## src/rtl/vblank_ram_scheduler.sv

```systemverilog
// RAM port B sequencer: per-frame flag write plus game-state block fetch into an
// atomically published shadow bank, with single-word auxiliary access between frames.
module vblank_ram_scheduler #(
  parameter logic [15:0] POS_BASE   = 16'h0100,
  parameter int unsigned NUM_WORDS  = 4,
  parameter logic [15:0] FLAG_ADDR  = 16'hFFFE,
  parameter logic [15:0] FLAG_VALUE = 16'h0001
) (
  input  logic                    sys_clk,
  input  logic                    reset,
  input  logic                    vblank_start,
  input  logic [15:0]             ram_q_b,
  output logic [15:0]             ram_addr_b,
  output logic [15:0]             ram_data_b,
  output logic                    ram_we_b,
  input  logic                    aux_req,
  input  logic                    aux_we,
  input  logic [15:0]             aux_addr,
  input  logic [15:0]             aux_wdata,
  output logic                    aux_gnt,
  output logic                    aux_rvalid,
  output logic [15:0]             aux_rdata,
  output logic [16*NUM_WORDS-1:0] state_words,
  output logic                    frame_valid,
  output logic                    busy,
  output logic                    overrun
);

  typedef enum logic [2:0] {
    S_IDLE,
    S_FLAG,
    S_ISS,
    S_CAP,
    S_AUX_WR,
    S_AUX_ISS,
    S_AUX_CAP
  } state_t;

  localparam logic [3:0] LAST_IDX = 4'(NUM_WORDS - 1);

  state_t                  state;
  state_t                  state_nx;
  logic [3:0]              idx;
  logic                    pend;
  logic                    load_go;
  logic                    last_word;
  logic [16*NUM_WORDS-1:0] shadow;
  logic [16*NUM_WORDS-1:0] shadow_nx;

  assign load_go   = vblank_start | pend;
  assign last_word = (idx == LAST_IDX);

  always_ff @(posedge sys_clk) begin
    if (reset) state <= S_IDLE;
    else       state <= state_nx;
  end

  always_comb begin
    state_nx = state;
    case (state)
      S_IDLE: begin
        if (load_go)      state_nx = S_FLAG;
        else if (aux_req) state_nx = aux_we ? S_AUX_WR : S_AUX_ISS;
      end
      S_FLAG:    state_nx = S_ISS;
      S_ISS:     state_nx = S_CAP;
      S_CAP:     state_nx = last_word ? S_IDLE : S_ISS;
      S_AUX_WR:  state_nx = S_IDLE;
      S_AUX_ISS: state_nx = S_AUX_CAP;
      S_AUX_CAP: state_nx = S_IDLE;
      default:   state_nx = S_IDLE;
    endcase
  end

  always_comb begin
    busy = (state != S_IDLE);
  end

  // Shadow bank with the word arriving this edge merged in, so the final
  // publish includes it without an extra cycle.
  always_comb begin
    shadow_nx = shadow;
    for (int unsigned i = 0; i < NUM_WORDS; i++) begin
      if (idx == i[3:0]) shadow_nx[16*i +: 16] = ram_q_b;
    end
  end

  always_ff @(posedge sys_clk) begin
    if (reset) begin
      ram_addr_b  <= POS_BASE;
      ram_data_b  <= '0;
      ram_we_b    <= 1'b0;
      aux_gnt     <= 1'b0;
      aux_rvalid  <= 1'b0;
      aux_rdata   <= '0;
      state_words <= '0;
      shadow      <= '0;
      frame_valid <= 1'b0;
      overrun     <= 1'b0;
      idx         <= '0;
      pend        <= 1'b0;
    end else begin
      aux_gnt     <= 1'b0;
      aux_rvalid  <= 1'b0;
      frame_valid <= 1'b0;
      overrun     <= 1'b0;
      case (state)
        S_IDLE: begin
          if (load_go) begin
            ram_addr_b <= FLAG_ADDR;
            ram_data_b <= FLAG_VALUE;
            ram_we_b   <= 1'b1;
            idx        <= '0;
            pend       <= 1'b0;
          end else if (aux_req) begin
            ram_addr_b <= aux_addr;
            ram_data_b <= aux_wdata;
            ram_we_b   <= aux_we;
            aux_gnt    <= 1'b1;
          end
        end
        S_FLAG: begin
          ram_we_b   <= 1'b0;
          ram_addr_b <= POS_BASE;
          if (vblank_start) overrun <= 1'b1;
        end
        S_ISS: begin
          if (vblank_start) overrun <= 1'b1;
        end
        S_CAP: begin
          shadow <= shadow_nx;
          if (vblank_start) overrun <= 1'b1;
          if (last_word) begin
            state_words <= shadow_nx;
            frame_valid <= 1'b1;
          end else begin
            idx        <= idx + 4'd1;
            ram_addr_b <= POS_BASE + 16'(idx) + 16'd1;
          end
        end
        S_AUX_WR: begin
          ram_we_b <= 1'b0;
          if (vblank_start) pend <= 1'b1;
        end
        S_AUX_ISS: begin
          if (vblank_start) pend <= 1'b1;
        end
        S_AUX_CAP: begin
          aux_rdata  <= ram_q_b;
          aux_rvalid <= 1'b1;
          if (vblank_start) pend <= 1'b1;
        end
        default: ;
      endcase
    end
  end

endmodule

```

## config.mk

```make
export PLATFORM = sky130hd
export DESIGN_NAME = vblank_ram_scheduler
export DESIGN_NICKNAME = d
export VERILOG_FILES = /design/src/rtl/vblank_ram_scheduler.sv
export SDC_FILE = /design/constraint.sdc
export NUM_CORES = 1
export LEC_CHECK = 0
export BUFFER_PORTS_ARGS = -buffer_cell sky130_fd_sc_hd__buf_4
export CAP_MARGIN = 20
export CORE_MARGIN = 4
export CORE_UTILIZATION = 30
export CTS_BUF_LIST = sky130_fd_sc_hd__clkbuf_4 sky130_fd_sc_hd__clkbuf_8
export CTS_CLUSTER_DIAMETER = 60
export DETAILED_ROUTE_END_ITERATION = 16
export GPL_TIMING_DRIVEN = 0
export PLACE_DENSITY = 0.62
export SLEW_MARGIN = 20
export SYNTH_ARGS = -nofsm -noshare
export SYNTH_HDL_FRONTEND = slang
export SYNTH_SLANG_ARGS = --single-unit
```

## constraint.sdc

```tcl
create_clock -name sys_clk -period 2.05 [get_ports sys_clk]
set_input_delay 0.1025 -clock sys_clk [delete_from_list [all_inputs] [get_ports sys_clk]]
set_output_delay 0.1025 -clock sys_clk [all_outputs]
set_load 0.01 [all_outputs]
```

# [Yosys cells after proc, flatten, opt, wreduce, memory -nomap -nowiden]
# Cells that the tools add are included.
# Widths: inputs -> output; s select.
[op_classes] add_sub_neg=3 n_mul=0 div=0 magnitude_cmp=0 n_eq_ne=13 shifts=0 mux=28 n_bitwise=4 reduce_logical=20
[ops] cell="$mux 16" count=9
[ops] cell="$pmux 16 s3" count=1
[ops] cell="$pmux 3 s5" count=1
[ops] cell="$add 10x1->11 const B" count=1
[ops] cell="$add 9x4->10 const A" count=1
[ops] cell="$eq 3x3->1 const B" count=3
[ops] cell="$mux 1" count=9
[ops] cell="$reduce_and 3->1" count=3
[ops] cell="$reduce_or 3->1" count=3
[ops] cell="$eq 4x2->1 const B" count=2
[ops] cell="$mux 4" count=2
[ops] cell="$pmux 4 s2" count=1
[ops] cell="$reduce_bool 2->1" count=4
[ops] cell="$eq 3x2->1 const B" count=2
[ops] cell="$mux 3" count=2
[ops] cell="$reduce_and 2->1" count=3
[ops] cell="$reduce_bool 3->1" count=2
[ops] cell="$reduce_or 2->1" count=3
[ops] cell="$add 4x1->4 const B" count=1
[ops] cell="$eq 4x1->1 const B" count=1
[ops] cell="$logic_not 4->1" count=1
[ops] cell="$ne 2x2->1 const B" count=2
[ops] cell="$pmux 1 s2" count=2
[ops] cell="$eq 3x1->1 const B" count=1
[ops] cell="other kinds (6)" count=8
[totals] reg_bits=189 latch_bits=0 ramBits=0 mem_bits_ro=0 wordCells=81 n_memories=0

# [Longest topological paths before layout]
[logic_depth] ltp_word=4 depth_mapped=9

# [Worst setup path after synthesis]
# OpenSTA, ideal clock, no wires.
[synth_timing] path_type="reg2reg" from="register idx[0]" to="register state_words[24]" setup_ps=81 t_arrival_ps=1765 required_ps=1969 slack_ps=204 path_stages_with_launch=9 path_buffers=3 synth_period_minus_slack_ps=1846 cell_sequence="dfxtp_1 ha_1 nor3b_4 and2_1 buf_4 buf_6 buf_6 nor2_1 a211oi_2"
[synth_via] elab_chain_cells=2 word_cells_on_any_way=4 classes_between="eq/ne: 2; mux: 1; reduce/logical: 1"
[synth_rtl] element="start, declared" line_no="43" source="logic [3:0] idx;"
[synth_rtl] element="start signal, assigned" line_no="137" source="idx <= idx + 4'd1;"
[synth_rtl] element="$eq 4x1->1 or $eq 4x2->1 (tied branches)" line_no="84, 51"
[synth_rtl] element="$mux 16 or $reduce_and 2->1 (tied branches)"
[synth_rtl] element="end signal, assigned" line_no="134" source="state_words <= shadow_nx;"
[synth_rtl] element="end, declared" line_no="23" source="output logic [16*NUM_WORDS-1:0] state_words,"
# Several ways; a longest one is shown, not always the timed one.
# A chain may end at the register's enable or synchronous reset.

# [Worst setup path after layout]
[layout_timing] from="register idx[0]" to="register state_words[32]"
[layout_via] elab_chain_cells=2 word_cells_on_any_way=4 classes_between="eq/ne: 2; mux: 1; reduce/logical: 1"
[layout_rtl] element="$eq 4x2->1, on equally long branches" line_no="84, 51"
[layout_rtl] element="$mux 16 or $reduce_and 2->1 (tied branches)"
# Several ways; a longest one is shown, not always the timed one.

==> results.md <==
* Status: finished clean
* Detailed Routing Iterations Pass 1 at 4
* Cells traversed along the worst timing path: inv_1, ha_1, nor3b_1, buf_4, buf_4, mux2i_1, a211oi_2
* Hold EP: shadow[33]
* Distinct cell type count of the synthesized netlist at 46
* Number of ports placed on the die boundary at 171
* CTS buffer count at 17
* Clock period minus final worst setup slack at 1.94 ns
* Post-Synthesis Mean Instance Area at 8.78 sq um
* Crit path kind: flip-flop to flip-flop
* Number of cells after detailed placement at 1227
* Largest fanout of any net on the critical path at 10
* Number of cells on the worst reg-to-reg path at 7
* Data required, critical path at 2.35 ns
* Total chip power at 6580 uW
* Family with the most delay on the worst path: buffers and inverters
* Number of antenna violations at the first check in global routing at 0
* YS warnings at 0
* Final GP Congestion at 0.814
* Global router's overall resource usage at 0.164
* Final sum of negative setup slack at 0 ns
* Crit-path max cell delay at 0.37 ns
* RR Endpoint: state_words[32]
* Signed area change from the synthesized netlist to the final layout at 33.8%
* Total of max-cap violations at 0
* Slowest stage cell, crit path: dfxtp_2
* PD cells at 709 mW/mm^2
* Mapped Cells at 789
* Net count after synthesis at 846
* Number of synthesized register bits at 173
* Sort of element at the start of the critical path: flip-flop
* IO buf count at 153
* Top cells by area in the synthesized netlist: dfxtp_1 (50%), nand2_1 (9.9%), a21oi_1 (7.1%), mux2i_1 (6.9%), a211oi_1 (3.9%)
* Total number of vias at 6259
* Max-slew headroom at 0.413
* Std cell rows at 55
* Top_reg_cell synth: dfxtp_1
* Data arrival at the endpoint of the critical path at 2.24 ns
* Ant diodes at 0
* Final layout net count at 1060
* Standard cell core area at 0.0227 sq mm
* Clock transition at path regs at 0.09 ns
* Util after Layout at 0.408
* Buf+Inv Stages, Crit Path at 3
* Buffers from clock root to sink, at most at 2
* Largest net degree at the start of global routing at 17
* Category of the worst setup path capture point: flip-flop
* Wire length of the first global-routing pass at 33900 um
* Ys async rst share at 0
* Number of routed nets with antenna violations at 0
* Overall routed net length at 21500 um
* Grt total ovfl at 0
* DRC violations left at 0
* Cell type with the highest aggregate area in the netlist: dfxtp_1
* Sinks on the clock net at 173
* Max VDD drop at 0.415 mV
* Count of final hold-check violations at 0
* Clock latency of the later-clocked register in the worst-skew pair at 0.45 ns
* Hold Path Depth at 3
* Most instantiated library cell after synthesis: nand2_1
* Final clock period utilization by the worst path at 0.948
* Origin of the worst min-delay path: ram_q_b[1]
* Share of synthesized area occupied by flip-flops and latches at 0.500
* HPWL after DPL at 15400 um
* Commonest cells in the netlist: nand2_1 (183), dfxtp_1 (173), a21oi_1 (98)
* Number of H-tree levels at 4
* Startpoint of the worst-slack reg-to-reg timing path: idx[0]
* Leakage at 0.00357 uW
* Worst-case register-to-register setup slack at 0.11 ns
* Y dimension of the die at 160 um
* Initial cell density of the core at 0.305
* Die Width at 160 um
* Clock tree skew after final layout at 0.00810 ns
* Post-synth design cell area at 0.00693 sq mm
* Most used cell along the critical path: buf_4
* Number of max-slew violations in the final report at 0
* Final setup viols at 0
* Area share of the largest cell type after synthesis at 0.500
* Clock tree from TritonCTS: done
* Average routed wire per standard cell at 16.6 um
* Number of fill cells at 2286
* Post-DR vias/cell at 4.83
* Setup repair after global routing missed its margin: yes
* Fmax achieved at 0.514 GHz
* Path type of the worst min-delay path: input pin to flip-flop
* Number of enable-type register cells in the synthesized netlist at 0
* Via count of the first global-routing pass at 6033
* Fraction of layout instances using a drive strength above 1 at 0.254
* Tightest Pin Transition at 0.880 ns
* Post-layout instance count excluding filler cells at 1297
* Full die area at 0.0256 sq mm
* Number of design-rule violations left by the first detailed-router iteration at 335
* Clock root buffer: clkbuf_8
how the worst max path moves through the flow:
stage	startpoint	endpoint	cells past startpoint
floorplan	idx[0]	state_words[24]	8
global placement	idx[0]	state_words[51]	6
detailed placement	idx[0]	state_words[51]	6
CTS	idx[0]	state_words[51]	6
global route	idx[1]	shadow[23]	9
finish	idx[0]	state_words[32]	7
sequential cells by signal (all words and copies together) (netlist names):
name,cells
state_words,64
shadow,48
aux_rdata,16
ram_addr_b,16
ram_data_b,16
idx,4
state,3
aux_gnt,1
aux_rvalid,1
frame_valid,1
overrun,1
pend,1
ram_we_b,1
routing by layer:
layer	track usage	vias to the layer above	routed length (um)
met5	0	-	0
met3	0.0503	17	1380
met4	0.0454	0	333
met1	0.223	2949	10200
met2	0.254	181	9560
li1	-	3112	-
per-stage QoR:
| step | worst slack [ns] | hold WS, ns | instance area (sq um) |
|---|---|---|---|
| 2_1_floorplan | 0.204 | 0.235 | 6930 |
| 3_3_place_gp | -0.241 | 0.319 | 8430 |
| 3_5_place_dp | -0.246 | 0.323 | 8430 |
| 4_1_cts | -0.00302 | 0.00989 | 9220 |
| 5_1_grt | -0.00588 | 0.0256 | 9270 |
| 6_report | 0.106 | 0.0405 | 9270 |
power by group:
part	leakage, uW	total (uW)	switching (uW)	internal, uW
logic	0.00198	762	420	342
registers	0.00140	3490	50.8	3440
clock network	0.000188	2320	1220	1110
cell families after synthesis:
group | Yosys count | share of synthesized area
compound gates | 192 | 0.190
buf+inv | 86 | 0.0625
xor+xnor | 2 | 0.00253
fa+ha+maj | 4 | 0.00722
flops | 173 | 0.500
simple gates | 284 | 0.169
mux | 48 | 0.0693
area by class of cell:
class / count / area (sq um) / area share
clock buffers: 19 / 262 / 0.0282
repair buffers: 198 / 1590 / 0.171
well taps: 285 / 357 / 0.0385
flip-flops and latches: 173 / 3470 / 0.374
inverters: 4 / 15.0 / 0.00162
clock inverters: 9 / 97.6 / 0.0105
multi-input cells: 530 / 3060 / 0.330
plain buffers: 79 / 434 / 0.0468
timing repair:
item,4_1_cts,5_1_grt
endpoints found under the hold margin,81,0
setup buffers,3,2
pin swaps,1,1
resized for setup,4,18
setup endpoints to repair,100,126
hold buffers,40,0
worst min-delay path, stage by stage:
cell	delay, ns
clkbuf_1	0.19
nand2_1	0.10
a21oi_1	0.05
cell usage in the layout, fill, tap and decap left out, types with 2 or more instances in the layout:
cell type,netlist,final
nor2_1,64,63
nor3_1,11,11
clkbuf_2,2,3
clkinv_2,0,6
ha_1,4,3
a211oi_2,16,16
nor4_1,2,2
nand3b_1,2,2
buf_6,7,8
dlygate4sd3_1,0,40
inv_1,4,4
clkbuf_4,0,4
dfxtp_2,0,2
and2_1,5,4
a22o_1,15,15
clkbuf_1,39,35
mux2i_1,48,48
a211oi_1,36,36
nor2b_1,2,2
nor2_2,1,2
nor4b_1,2,2
a21oi_1,98,98
buf_4,5,167
dfxtp_1,173,171
o211ai_1,11,11
o22ai_1,4,4
nand2_1,183,182
buf_2,29,20
bufinv_16,0,2
nand3_1,2,2
clkbuf_8,0,19
xnor2_1,2,2
nor3b_1,3,2
Power figures use the tool's default switching activity.
